==> src/rtl/gpu_mem_pkg.sv <==
// Shared types for the data-memory arbiter: FSM states, operation kinds and an index-width helper.
package gpu_mem_pkg;

  typedef enum logic [1:0] {IDLE, READ_WAIT, WRITE_WAIT, RELAY} arb_state_t;
  typedef enum logic {OP_READ, OP_WRITE} op_t;

  // A single-port arbiter still needs a 1-bit index to keep every vector non-empty.
  function automatic int idx_bits(input int n);
    return (n > 1) ? $clog2(n) : 1;
  endfunction

endpackage

==> src/rtl/data_mem_arbiter_if.sv <==
// Bundle of the per-core request ports and the single external memory channel.
interface data_mem_arbiter_if #(
  parameter int NUM_CORES = 2,
  parameter int ADDR_BITS = 8,
  parameter int DATA_BITS = 8
);
  logic [NUM_CORES-1:0]           core_read_valid;
  logic [NUM_CORES*ADDR_BITS-1:0] core_read_address;
  logic [NUM_CORES-1:0]           core_read_ready;
  logic [NUM_CORES*DATA_BITS-1:0] core_read_data;
  logic [NUM_CORES-1:0]           core_write_valid;
  logic [NUM_CORES*ADDR_BITS-1:0] core_write_address;
  logic [NUM_CORES*DATA_BITS-1:0] core_write_data;
  logic [NUM_CORES-1:0]           core_write_ready;
  logic                           mem_read_valid;
  logic [ADDR_BITS-1:0]           mem_read_address;
  logic                           mem_read_ready;
  logic [DATA_BITS-1:0]           mem_read_data;
  logic                           mem_write_valid;
  logic [ADDR_BITS-1:0]           mem_write_address;
  logic [DATA_BITS-1:0]           mem_write_data;
  logic                           mem_write_ready;

  modport slave (
    input  core_read_valid, core_read_address, core_write_valid, core_write_address,
           core_write_data, mem_read_ready, mem_read_data, mem_write_ready,
    output core_read_ready, core_read_data, core_write_ready, mem_read_valid,
           mem_read_address, mem_write_valid, mem_write_address, mem_write_data
  );

  modport master (
    output core_read_valid, core_read_address, core_write_valid, core_write_address,
           core_write_data, mem_read_ready, mem_read_data, mem_write_ready,
    input  core_read_ready, core_read_data, core_write_ready, mem_read_valid,
           mem_read_address, mem_write_valid, mem_write_address, mem_write_data
  );
endinterface

==> src/rtl/rr_picker.sv <==
// Combinational round-robin picker: first requester at or after i_ptr, wrapping modulo N.
module rr_picker
  import gpu_mem_pkg::*;
#(
  parameter int N  = 2,
  parameter int IW = idx_bits(N)
) (
  input  logic [N-1:0]  i_req,
  input  logic [IW-1:0] i_ptr,
  output logic          o_grant_valid,
  output logic [IW-1:0] o_grant_idx
);

  function automatic logic [IW-1:0] wrap_add(input logic [IW-1:0] base, input int off);
    int s;
    s = int'(base) + off;
    if (s >= N) s = s - N;
    return IW'(s);
  endfunction

  // Scanning from the farthest offset down lets the nearest requester overwrite the result.
  always_comb begin
    o_grant_valid = 1'b0;
    o_grant_idx   = '0;
    for (int k = N - 1; k >= 0; k--) begin
      if (i_req[wrap_add(i_ptr, k)]) begin
        o_grant_valid = 1'b1;
        o_grant_idx   = wrap_add(i_ptr, k);
      end
    end
  end

endmodule

==> src/rtl/data_mem_arbiter.sv <==
// Round-robin arbiter sharing one external data-memory channel among NUM_CORES cache ports.
module data_mem_arbiter
  import gpu_mem_pkg::*;
#(
  parameter int NUM_CORES = 2,
  parameter int ADDR_BITS = 8,
  parameter int DATA_BITS = 8
) (
  input  logic          clk,
  input  logic          reset,
  data_mem_arbiter_if.slave bus
);

  localparam int IW = idx_bits(NUM_CORES);

  arb_state_t                     r_state, w_next_state;
  op_t                            r_op;
  logic [IW-1:0]                  r_grant_idx, r_rr_ptr, w_grant_idx;
  logic                           w_grant_valid, w_sel_rvalid, w_held_valid;
  logic [NUM_CORES-1:0]           w_req, w_core_rready, w_core_wready;
  logic [ADDR_BITS-1:0]           r_addr, w_sel_raddr, w_sel_waddr;
  logic [DATA_BITS-1:0]           r_wdata, w_sel_wdata;
  logic [NUM_CORES*DATA_BITS-1:0] r_core_rdata;
  logic                           w_mem_rvalid, w_mem_wvalid;

  assign w_req = bus.core_read_valid | bus.core_write_valid;

  rr_picker #(.N(NUM_CORES), .IW(IW)) u_picker (
    .i_req         (w_req),
    .i_ptr         (r_rr_ptr),
    .o_grant_valid (w_grant_valid),
    .o_grant_idx   (w_grant_idx)
  );

  always_comb begin
    w_sel_rvalid = 1'b0;
    w_sel_raddr  = '0;
    w_sel_waddr  = '0;
    w_sel_wdata  = '0;
    w_held_valid = 1'b0;
    for (int i = 0; i < NUM_CORES; i++) begin
      if (w_grant_idx == IW'(i)) begin
        w_sel_rvalid = bus.core_read_valid[i];
        w_sel_raddr  = bus.core_read_address[i*ADDR_BITS +: ADDR_BITS];
        w_sel_waddr  = bus.core_write_address[i*ADDR_BITS +: ADDR_BITS];
        w_sel_wdata  = bus.core_write_data[i*DATA_BITS +: DATA_BITS];
      end
      if (r_grant_idx == IW'(i))
        w_held_valid = (r_op == OP_READ) ? bus.core_read_valid[i] : bus.core_write_valid[i];
    end
  end

  always_ff @(posedge clk or negedge reset) begin
    if (!reset) r_state <= IDLE;
    else        r_state <= w_next_state;
  end

  // A core asking for both read and write gets the read first; the write waits for a later grant.
  always_comb begin
    w_next_state = r_state;
    case (r_state)
      IDLE:       if (w_grant_valid) w_next_state = w_sel_rvalid ? READ_WAIT : WRITE_WAIT;
      READ_WAIT:  if (bus.mem_read_ready) w_next_state = RELAY;
      WRITE_WAIT: if (bus.mem_write_ready) w_next_state = RELAY;
      RELAY:      if (!w_held_valid) w_next_state = IDLE;
      default:    w_next_state = IDLE;
    endcase
  end

  always_ff @(posedge clk or negedge reset) begin
    if (!reset) begin
      r_op         <= OP_READ;
      r_grant_idx  <= '0;
      r_rr_ptr     <= '0;
      r_addr       <= '0;
      r_wdata      <= '0;
      r_core_rdata <= '0;
    end else begin
      if (r_state == IDLE && w_grant_valid) begin
        r_grant_idx <= w_grant_idx;
        r_op        <= w_sel_rvalid ? OP_READ : OP_WRITE;
        r_addr      <= w_sel_rvalid ? w_sel_raddr : w_sel_waddr;
        r_wdata     <= w_sel_wdata;
      end
      if (r_state == RELAY && !w_held_valid)
        r_rr_ptr <= (r_grant_idx == IW'(NUM_CORES - 1)) ? '0 : r_grant_idx + 1'b1;
      for (int i = 0; i < NUM_CORES; i++) begin
        if (r_state == READ_WAIT && bus.mem_read_ready && r_grant_idx == IW'(i))
          r_core_rdata[i*DATA_BITS +: DATA_BITS] <= bus.mem_read_data;
      end
    end
  end

  always_comb begin
    w_mem_rvalid  = (r_state == READ_WAIT);
    w_mem_wvalid  = (r_state == WRITE_WAIT);
    w_core_rready = '0;
    w_core_wready = '0;
    for (int i = 0; i < NUM_CORES; i++) begin
      if (r_state == RELAY && r_grant_idx == IW'(i)) begin
        if (r_op == OP_READ) w_core_rready[i] = 1'b1;
        else                 w_core_wready[i] = 1'b1;
      end
    end
  end

  assign bus.mem_read_valid    = w_mem_rvalid;
  assign bus.mem_write_valid   = w_mem_wvalid;
  assign bus.mem_read_address  = r_addr;
  assign bus.mem_write_address = r_addr;
  assign bus.mem_write_data    = r_wdata;
  assign bus.core_read_ready   = w_core_rready;
  assign bus.core_write_ready  = w_core_wready;
  assign bus.core_read_data    = r_core_rdata;

endmodule

==> src/flat_wrapper.sv <==
// flat-port wrapper written by rule: the top's interface ports become plain ports
module data_mem_arbiter_flat import gpu_mem_pkg::*;
#(
  parameter int NUM_CORES = 2,
  parameter int ADDR_BITS = 8,
  parameter int DATA_BITS = 8
)
  (clk, reset, bus_core_read_valid, bus_core_read_address, bus_core_write_valid, bus_core_write_address, bus_core_write_data, bus_mem_read_ready, bus_mem_read_data, bus_mem_write_ready, bus_core_read_ready, bus_core_read_data, bus_core_write_ready, bus_mem_read_valid, bus_mem_read_address, bus_mem_write_valid, bus_mem_write_address, bus_mem_write_data);
  data_mem_arbiter_if #(.NUM_CORES(NUM_CORES), .ADDR_BITS(ADDR_BITS), .DATA_BITS(DATA_BITS)) bus_i ();
  input  logic clk;
  input  logic reset;
  input wire logic [$bits(bus_i.core_read_valid)-1:0] bus_core_read_valid;
  input wire logic [$bits(bus_i.core_read_address)-1:0] bus_core_read_address;
  input wire logic [$bits(bus_i.core_write_valid)-1:0] bus_core_write_valid;
  input wire logic [$bits(bus_i.core_write_address)-1:0] bus_core_write_address;
  input wire logic [$bits(bus_i.core_write_data)-1:0] bus_core_write_data;
  input wire logic [$bits(bus_i.mem_read_ready)-1:0] bus_mem_read_ready;
  input wire logic [$bits(bus_i.mem_read_data)-1:0] bus_mem_read_data;
  input wire logic [$bits(bus_i.mem_write_ready)-1:0] bus_mem_write_ready;
  output wire logic [$bits(bus_i.core_read_ready)-1:0] bus_core_read_ready;
  output wire logic [$bits(bus_i.core_read_data)-1:0] bus_core_read_data;
  output wire logic [$bits(bus_i.core_write_ready)-1:0] bus_core_write_ready;
  output wire logic [$bits(bus_i.mem_read_valid)-1:0] bus_mem_read_valid;
  output wire logic [$bits(bus_i.mem_read_address)-1:0] bus_mem_read_address;
  output wire logic [$bits(bus_i.mem_write_valid)-1:0] bus_mem_write_valid;
  output wire logic [$bits(bus_i.mem_write_address)-1:0] bus_mem_write_address;
  output wire logic [$bits(bus_i.mem_write_data)-1:0] bus_mem_write_data;
  assign bus_i.core_read_valid = bus_core_read_valid;
  assign bus_i.core_read_address = bus_core_read_address;
  assign bus_i.core_write_valid = bus_core_write_valid;
  assign bus_i.core_write_address = bus_core_write_address;
  assign bus_i.core_write_data = bus_core_write_data;
  assign bus_i.mem_read_ready = bus_mem_read_ready;
  assign bus_i.mem_read_data = bus_mem_read_data;
  assign bus_i.mem_write_ready = bus_mem_write_ready;
  assign bus_core_read_ready = bus_i.core_read_ready;
  assign bus_core_read_data = bus_i.core_read_data;
  assign bus_core_write_ready = bus_i.core_write_ready;
  assign bus_mem_read_valid = bus_i.mem_read_valid;
  assign bus_mem_read_address = bus_i.mem_read_address;
  assign bus_mem_write_valid = bus_i.mem_write_valid;
  assign bus_mem_write_address = bus_i.mem_write_address;
  assign bus_mem_write_data = bus_i.mem_write_data;
  data_mem_arbiter #(.NUM_CORES(NUM_CORES), .ADDR_BITS(ADDR_BITS), .DATA_BITS(DATA_BITS)) u_core (.clk(clk), .reset(reset), .bus(bus_i));
endmodule
==> config.mk <==
export PLATFORM = sky130hd
export DESIGN_NAME = data_mem_arbiter_flat
export DESIGN_NICKNAME = d
export VERILOG_FILES = /design/src/rtl/gpu_mem_pkg.sv /design/src/rtl/data_mem_arbiter_if.sv /design/src/rtl/rr_picker.sv /design/src/rtl/data_mem_arbiter.sv /design/src/flat_wrapper.sv
export SDC_FILE = /design/constraint.sdc
export NUM_CORES = 1
export LEC_CHECK = 0
export CORE_MARGIN = 2
export CORE_UTILIZATION = 65
export CTS_CLUSTER_SIZE = 30
export DETAILED_ROUTE_END_ITERATION = 7
export DONT_BUFFER_PORTS = 1
export PLACE_DENSITY = 0.81
export SYNTH_ARGS = -nofsm -noshare
export SYNTH_HDL_FRONTEND = slang
export SYNTH_SLANG_ARGS = --single-unit
==> constraint.sdc <==
create_clock -name clk -period 2.9 [get_ports clk]
set_clock_uncertainty 0.15 [all_clocks]
set_input_delay 0.145 -clock clk [delete_from_list [all_inputs] [get_ports clk]]
set_output_delay 0.145 -clock clk [all_outputs]
set_load 0.005 [all_outputs]
==> results of run 1 <==
final timing paths:
kind | slack, ns | to | cells past startpoint | startpoint
max in group asynchronous | 2.28 | u_core.bus.core_read_data[11]$_DFFE_PN0P_ | 2 | reset
setup reg to reg | 0.29 | u_core.bus.mem_read_address[7]$_DFFE_PN0P_ | 6 | u_core.r_rr_ptr$_DFFE_PN0P_
hold reg to reg | 0.39 | u_core.bus.mem_write_data[7]$_DFFE_PN0P_ | 2 | u_core.bus.mem_write_data[7]$_DFFE_PN0P_
hold / removal | 0.01 | u_core.bus.mem_read_address[2]$_DFFE_PN0P_ | 2 | bus_core_write_address[2]
setup / recovery | 0.29 | u_core.bus.mem_read_address[7]$_DFFE_PN0P_ | 6 | u_core.r_rr_ptr$_DFFE_PN0P_
min in group asynchronous | 0.13 | u_core.bus.mem_write_data[7]$_DFFE_PN0P_ | 2 | reset
logic make-up (layout without fill, tap and decap cells):
logic type                 after synthesis  count (layout)  share of synthesized area
DFF                                     37              37                      0.467
AOI/OAI and AO/OA                       44              44                      0.161
and+or+nand+nor                         46              46                      0.114
adders and majority gates                5               5                     0.0315
muxes                                   28              28                      0.160
buffers and inverters                   24              57                     0.0662
report_power, final:
group / internal, mW / total (mW) / leakage, nW / switching (mW)
registers: 0.776 / 1.03 / 0.451 / 0.255
clock network: 0.176 / 0.332 / 0.0410 / 0.157
logic: 0.531 / 1.01 / 0.627 / 0.481
final cells by class:
| cell class | count | area (µm²) |
|---|---|---|
| inverters | 6 | 22.5 |
| multi-input cells | 123 | 927 |
| clock inverters | 2 | 35.0 |
| clock buffers | 5 | 37.5 |
| well taps | 33 | 41.3 |
| repair buffers | 44 | 443 |
| fillers | 174 | 546 |
| flip-flops and latches | 37 | 926 |
registers in the layout, summed over array words and instances, names as in the netlist:
name                         cells
u_core.r_op                      1
u_core.r_grant_idx               1
u_core.r_state                   2
u_core.bus.mem_read_address      8
u_core.bus.core_read_data       16
u_core.bus.mem_write_data        8
u_core.r_rr_ptr                  1
synth_stat cells:
cell      count  area (µm²)
a211oi_1     16         120
a21boi_0      1        7.51
a21oi_1       1        5.00
a221o_2       1        11.3
and3_1       16         100
and3_2        1        7.51
buf_2         6        30.0
buf_4         9        67.6
clkbuf_1      3        11.3
dfrtp_1      37         926
ha_1          5        62.6
inv_1         6        22.5
mux2_2       16         180
mux2_4        1        15.0
mux2i_1      10         100
mux4_2        1        22.5
nand2_1      21        78.8
nand3_1       1        5.00
nand3b_1      1        7.51
nor2_1        3        11.3
nor3_1        2        10.0
o21ai_0      11        55.1
o21bai_1      1        7.51
o22ai_1       1        6.26
o31ai_1       9        67.6
o31ai_4       1        21.3
o32a_1        1        10.0
o32ai_1       1        8.76
or2_2         1        6.26
stage by stage:
stage	instance area (µm²)	cells	power [mW]	utilization	hold WS, ns
finish	2430	250	2.37	0.817	0.0118
global route	2430	250	2.54	0.817	0.0181
CTS	2430	250	2.36	0.817	0.00746
detailed placement	1940	202	1.86	0.651	-0.300
global placement	1940	202	1.78	0.651	-0.300
floorplan	1980	184	1.73	-	-0.301
what timing repair did:
item                      in CTS  in global routing
hold buffers                  41                  0
gates resized for setup        0                  0
hold endpoints to repair      69                  0
routing by layer:
layer / share of wire / vias to the layer above
met2: 0.57 / 93
met1: 0.35 / 778
met5: 0 / -
met3: 0.073 / 8
met4: 0.015 / 0
li1: - / 736
==> reports/qor.yml, run 1 <==
outcome:
  outcome: "completed"
synthesis:
  avgSynthCellArea_um2: 10.8
  synth-seq-cells: 37
  syn-cell-area_um2: 1980
  synth_cell_types: 29
  syn_nets: 253
  ys_warn_count: 0
  netlist_instances: 184
  ys_seq_area_frac: 0.467
detailed_routing:
  vias_per_cell: 6.46
  drtIter0Drc: 74
  wire_per_inst_um: 19.5
  vias: 1615
  routed_wl_um: 4880
  drc: 0
  drt-pass1-iter-count: 4
  ant_nets: 0
global_routing:
  grt_use_met1: 0.302
  busiest_layer: "met2"
  grt_pass1_wl_um: 7310
  grt_pass1_vias: 1608
  antenna_found_initial: 0
  grt_max_degree: 38
  track_usage: 0.290
  grt_use_met3: 0.0742
  grt_remaining_overflow: 0
  grtUsageMet2: 0.551
placed_design:
  gp_congestion: 0.829
  io_buffers: 0
  dp_hpwl_um: 3120
  place_ws_ns: 0.932
power:
  p_leak_nw: 1.12
  pwr_density_cell_nw_per_um2: 976
  irDropWorstVdd_v: 0.000511
setup_path:
  path_delay_family: "buffers and inverters"
  cp-end-kind: "flop"
  start_kind: "flop"
  slowest_delay_ns: 0.62
  cp.buffers_inverters: 2
  critPathKind: "flop to flop"
  arrival_ns: 2.73
  slowest_stage: "dlygate4sd3_1"
  cp_max_fo: 24
  path_cells: "o21bai_1 -> nand2_1 -> buf_4 -> a211oi_1 -> o31ai_1 -> dlygate4sd3_1"
  cp_data_required_time_ns: 3.02
final_layout:
  drive_gt1_frac: 0.152
  nNetsFinal: 286
  n_antenna_cell: 0
  final_common_cell: "dlygate4sd3_1"
  area_growth_pct: 22.6
  final_cell_mix: "dlygate4sd3_1 (40), dfrtp_1 (37), nand2_1 (21)"
cts:
  path_clk_slew_ns: 0.11
  cts_buffers: 5
  clockRootBuffer: "clkbuf_4"
  clock_sinks: 37
  clk_path_buf_depth: 2
  post-cts-setup-buffers: 0
  cts_htree_levels: 2
  clkLatencyLatePin_ns: 0.33
  cts_tree: "built"
sta:
  slew_violations: 0
  fin_ws_ns: 0.289
  relSlewSlack: 0.427
  worstMarginPinSlew_ns: 0.858
  finalSetupTns_ns: 0
  setup_viol: 0
  fin_crit_ns: 2.61
  fmax_mhz: 383
  grt_setup_unrepaired: "false"
  fin_crit_sh: 0.900
  hold_viol_final: 0
floorplanning:
  fp.dieH_um: 59.3
  start_util: 0.666
  io_pins: 110
  row_count: 20
  core_area_um2: 2980
  die_w_um: 59.3
  die-area_um2: 3510
hold_path:
  hold_path.class: "primary input to flop"
run:
  drv_cap: 0
(Power assumes the default switching activity.)
==> run 2: changes to the inputs <==
Settings changed: CORE_ASPECT_RATIO from default to 2, SLEW_MARGIN from default to 30.
Clock period 2.9 ns to 3.4 ns, I/O delays scaled along.
==> run 2 against run 1 <==
Via count shrank 4.0%. First-iteration DRC count shrank 58%. Global-route usage shrank 1.0 points. Critical path depth is the same. Core utilization shrank 0.73 points. Clock power grew 16%. Critical endpoint is now u_core.bus.mem_write_data[5]$_DFFE_PN0P_. Largest cell class unchanged. Largest power group unchanged.
==> reports/qor.yml, run 2 (synthesis results as in run 1) <==
cts:
  postCtsHoldBufs: 32  # -22%
  path_clk_slew_ns: 0.07  # -0.04 ns
  clk_path_buf_depth: 2  # unchanged
  cts_resized: 0  # unchanged
  post-cts-setup-buffers: 0  # unchanged
  cts_tree: "built"
  clock_sinks: 37  # unchanged
  cts_buffers: 5  # unchanged
  clkLatencyLatePin_ns: 0.28  # -0.05 ns
  clockRootBuffer: "clkbuf_8"
  cts_htree_levels: 2  # unchanged
placed_design:
  gp_congestion: 0.718  # -13%
  io_buffers: 0  # unchanged
  dp_hpwl_um: 3060  # -1.8%
sta:
  finalSetupTns_ns: 0  # unchanged
  hold_viol_final: 0  # unchanged
  slew_violations: 0  # unchanged
  setup_viol: 0  # unchanged
  fin_crit_sh: 0.808  # -0.0922
  fin_crit_ns: 2.75  # +0.137 ns
  grt_setup_unrepaired: "false"
  relSlewSlack: 0.360  # -0.0664
  worstMarginPinSlew_ns: 0.957  # +0.0990 ns
  fmax_mhz: 364  # -5.0%
power:
  pwr_density_cell_nw_per_um2: 858  # -12%
  p_int_mw: 1.29  # -13%
  power.switching_mw: 0.757  # -15%
  power_frac_comb: 0.381  # -0.045
  irDropWorstVdd_v: 0.000630  # +23%
  clkPwrFrac: 0.189  # +0.049
  swShare: 0.370  # -0.00544
  seqPwrFrac: 0.430  # -0.004
  p_leak_nw: 1.09  # -2.6%
final_layout:
  n_antenna_cell: 0  # unchanged
  seq_area_um2: 926  # unchanged
  final_cell_mix: "dfrtp_1 (37), dlygate4sd3_1 (31), nand2_1 (21)"
  multi_input_area_um2: 935  # +0.81%
  final_common_cell: "dfrtp_1"
  largest_reg_flops: 16  # unchanged
  nNetsFinal: 276  # -3.5%
  fillCellCount: 189  # +8.6%
  utilization: 0.810  # -0.00728
  drive_gt1_frac: 0.159  # +0.00658
  area_growth_pct: 20.1
floorplanning:
  die-area_um2: 3540  # +0.76%
  start_util: 0.674  # +0.00793
  die_w_um: 43.1  # -27%
  fp.dieH_um: 82.1  # +39%
  io_pins: 110  # unchanged
  core_area_um2: 2940  # -1.2%
  row_count: 28  # +40%
global_routing:
  grt_remaining_overflow: 0  # unchanged
  track_usage: 0.279  # -0.0102
  grt_pass1_wl_um: 7420  # +1.5%
  grt_pass1_vias: 1641  # +2.1%
  antenna_found_initial: 0  # unchanged
  grt_max_degree: 38  # unchanged
detailed_routing:
  ant_nets: 0  # unchanged
  wl_met2_um: 2570  # -6.9%
  met3WireLength_um: 331  # -7.0%
  wire_per_inst_um: 20.0  # +2.7%
  drt-pass1-iter-count: 4  # unchanged
  routed_wl_um: 4770  # -2.3%
  drc: 0  # unchanged
  wl_met1_um: 1760  # +3.8%
  route.top_layer_used: "met4"
  vias_per_cell: 6.52  # +0.88%
  drtIter0Drc: 31  # -58%
  vias: 1551  # -4.0%
setup_path:
  arrival_ns: 2.75  # +0.02 ns
  cp-end-kind: "flop"
  start_kind: "flop"
  critPathKind: "flop to flop"
  cp_max_fo: 25  # +4.2%
  cp_data_required_time_ns: 3.41  # +0.39 ns
hold_path:
  hold_path.class: "primary input to flop"
outcome:
  outcome: "completed"
run:
  drv_cap: 0  # unchanged
## run 2: routing by layer
layer / GRT usage / vias up
li1: - / 708
met2: 0.521 / 90
met1: 0.299 / 741
met4: 0.106 / 0
met3: 0.0630 / 12
met5: 0 / -
## run 2: power groups by stage
stage                     logic, mW  clock network (mW)  registers (mW)
after floorplan               0.671                   0           0.805
after global placement        0.650                   0           0.865
after detailed placement      0.692                   0           0.879
after CTS                     0.758               0.388           0.873
after global routing          0.868               0.406           0.908
final                         0.778               0.386           0.879
## run 2: final cells by class
type / count / area share
Multi-Input combinational cell: 123 / 0.392
Sequential cell: 37 / 0.389
Timing Repair Buffer: 34 / 0.145
Clock buffer: 7 / 0.0362
Tap cell: 30 / 0.0158
Clock inverter: 1 / 0.0126
Inverter: 6 / 0.00945
## run 2: stage by stage
stage	worst slack [ns]	hold slack, ns	total power, mW	area (µm²)	std cells
after floorplan	1.54	-0.276	1.48	1980	184
after global placement	1.34	-0.275	1.52	1930	198
after detailed placement	1.22	-0.275	1.57	1930	198
after CTS	0.736	0.0154	2.02	2370	238
after global routing	0.533	0.0420	2.18	2380	238
final	0.652	0.0220	2.04	2380	238
## run 2: worst paths after layout
path / startpoint / endpoint / slack [ns] / cells past startpoint
min in group asynchronous: reset / u_core.bus.mem_write_data[7]$_DFFE_PN0P_ / 0.21 / 2
setup / recovery: u_core.r_rr_ptr$_DFFE_PN0P_ / u_core.bus.mem_write_data[5]$_DFFE_PN0P_ / 0.65 / 6
hold / removal: bus_core_read_address[4] / u_core.bus.mem_read_address[4]$_DFFE_PN0P_ / 0.02 / 2
hold reg to reg: u_core.bus.mem_write_data[1]$_DFFE_PN0P_ / u_core.bus.mem_write_data[1]$_DFFE_PN0P_ / 0.38 / 2
max in group asynchronous: reset / u_core.bus.core_read_data[13]$_DFFE_PN0P_ / 2.71 / 2
setup reg to reg: u_core.r_rr_ptr$_DFFE_PN0P_ / u_core.bus.mem_write_data[5]$_DFFE_PN0P_ / 0.65 / 6
## run 2: critical path, cell delays in order (launching register included)
cell           delay [ns]
dfrtp_1              0.43
o21bai_1             0.17
buf_4                0.18
nand2_1              0.71
mux2i_1              0.30
dlygate4sd3_1        0.58
o21ai_0              0.08
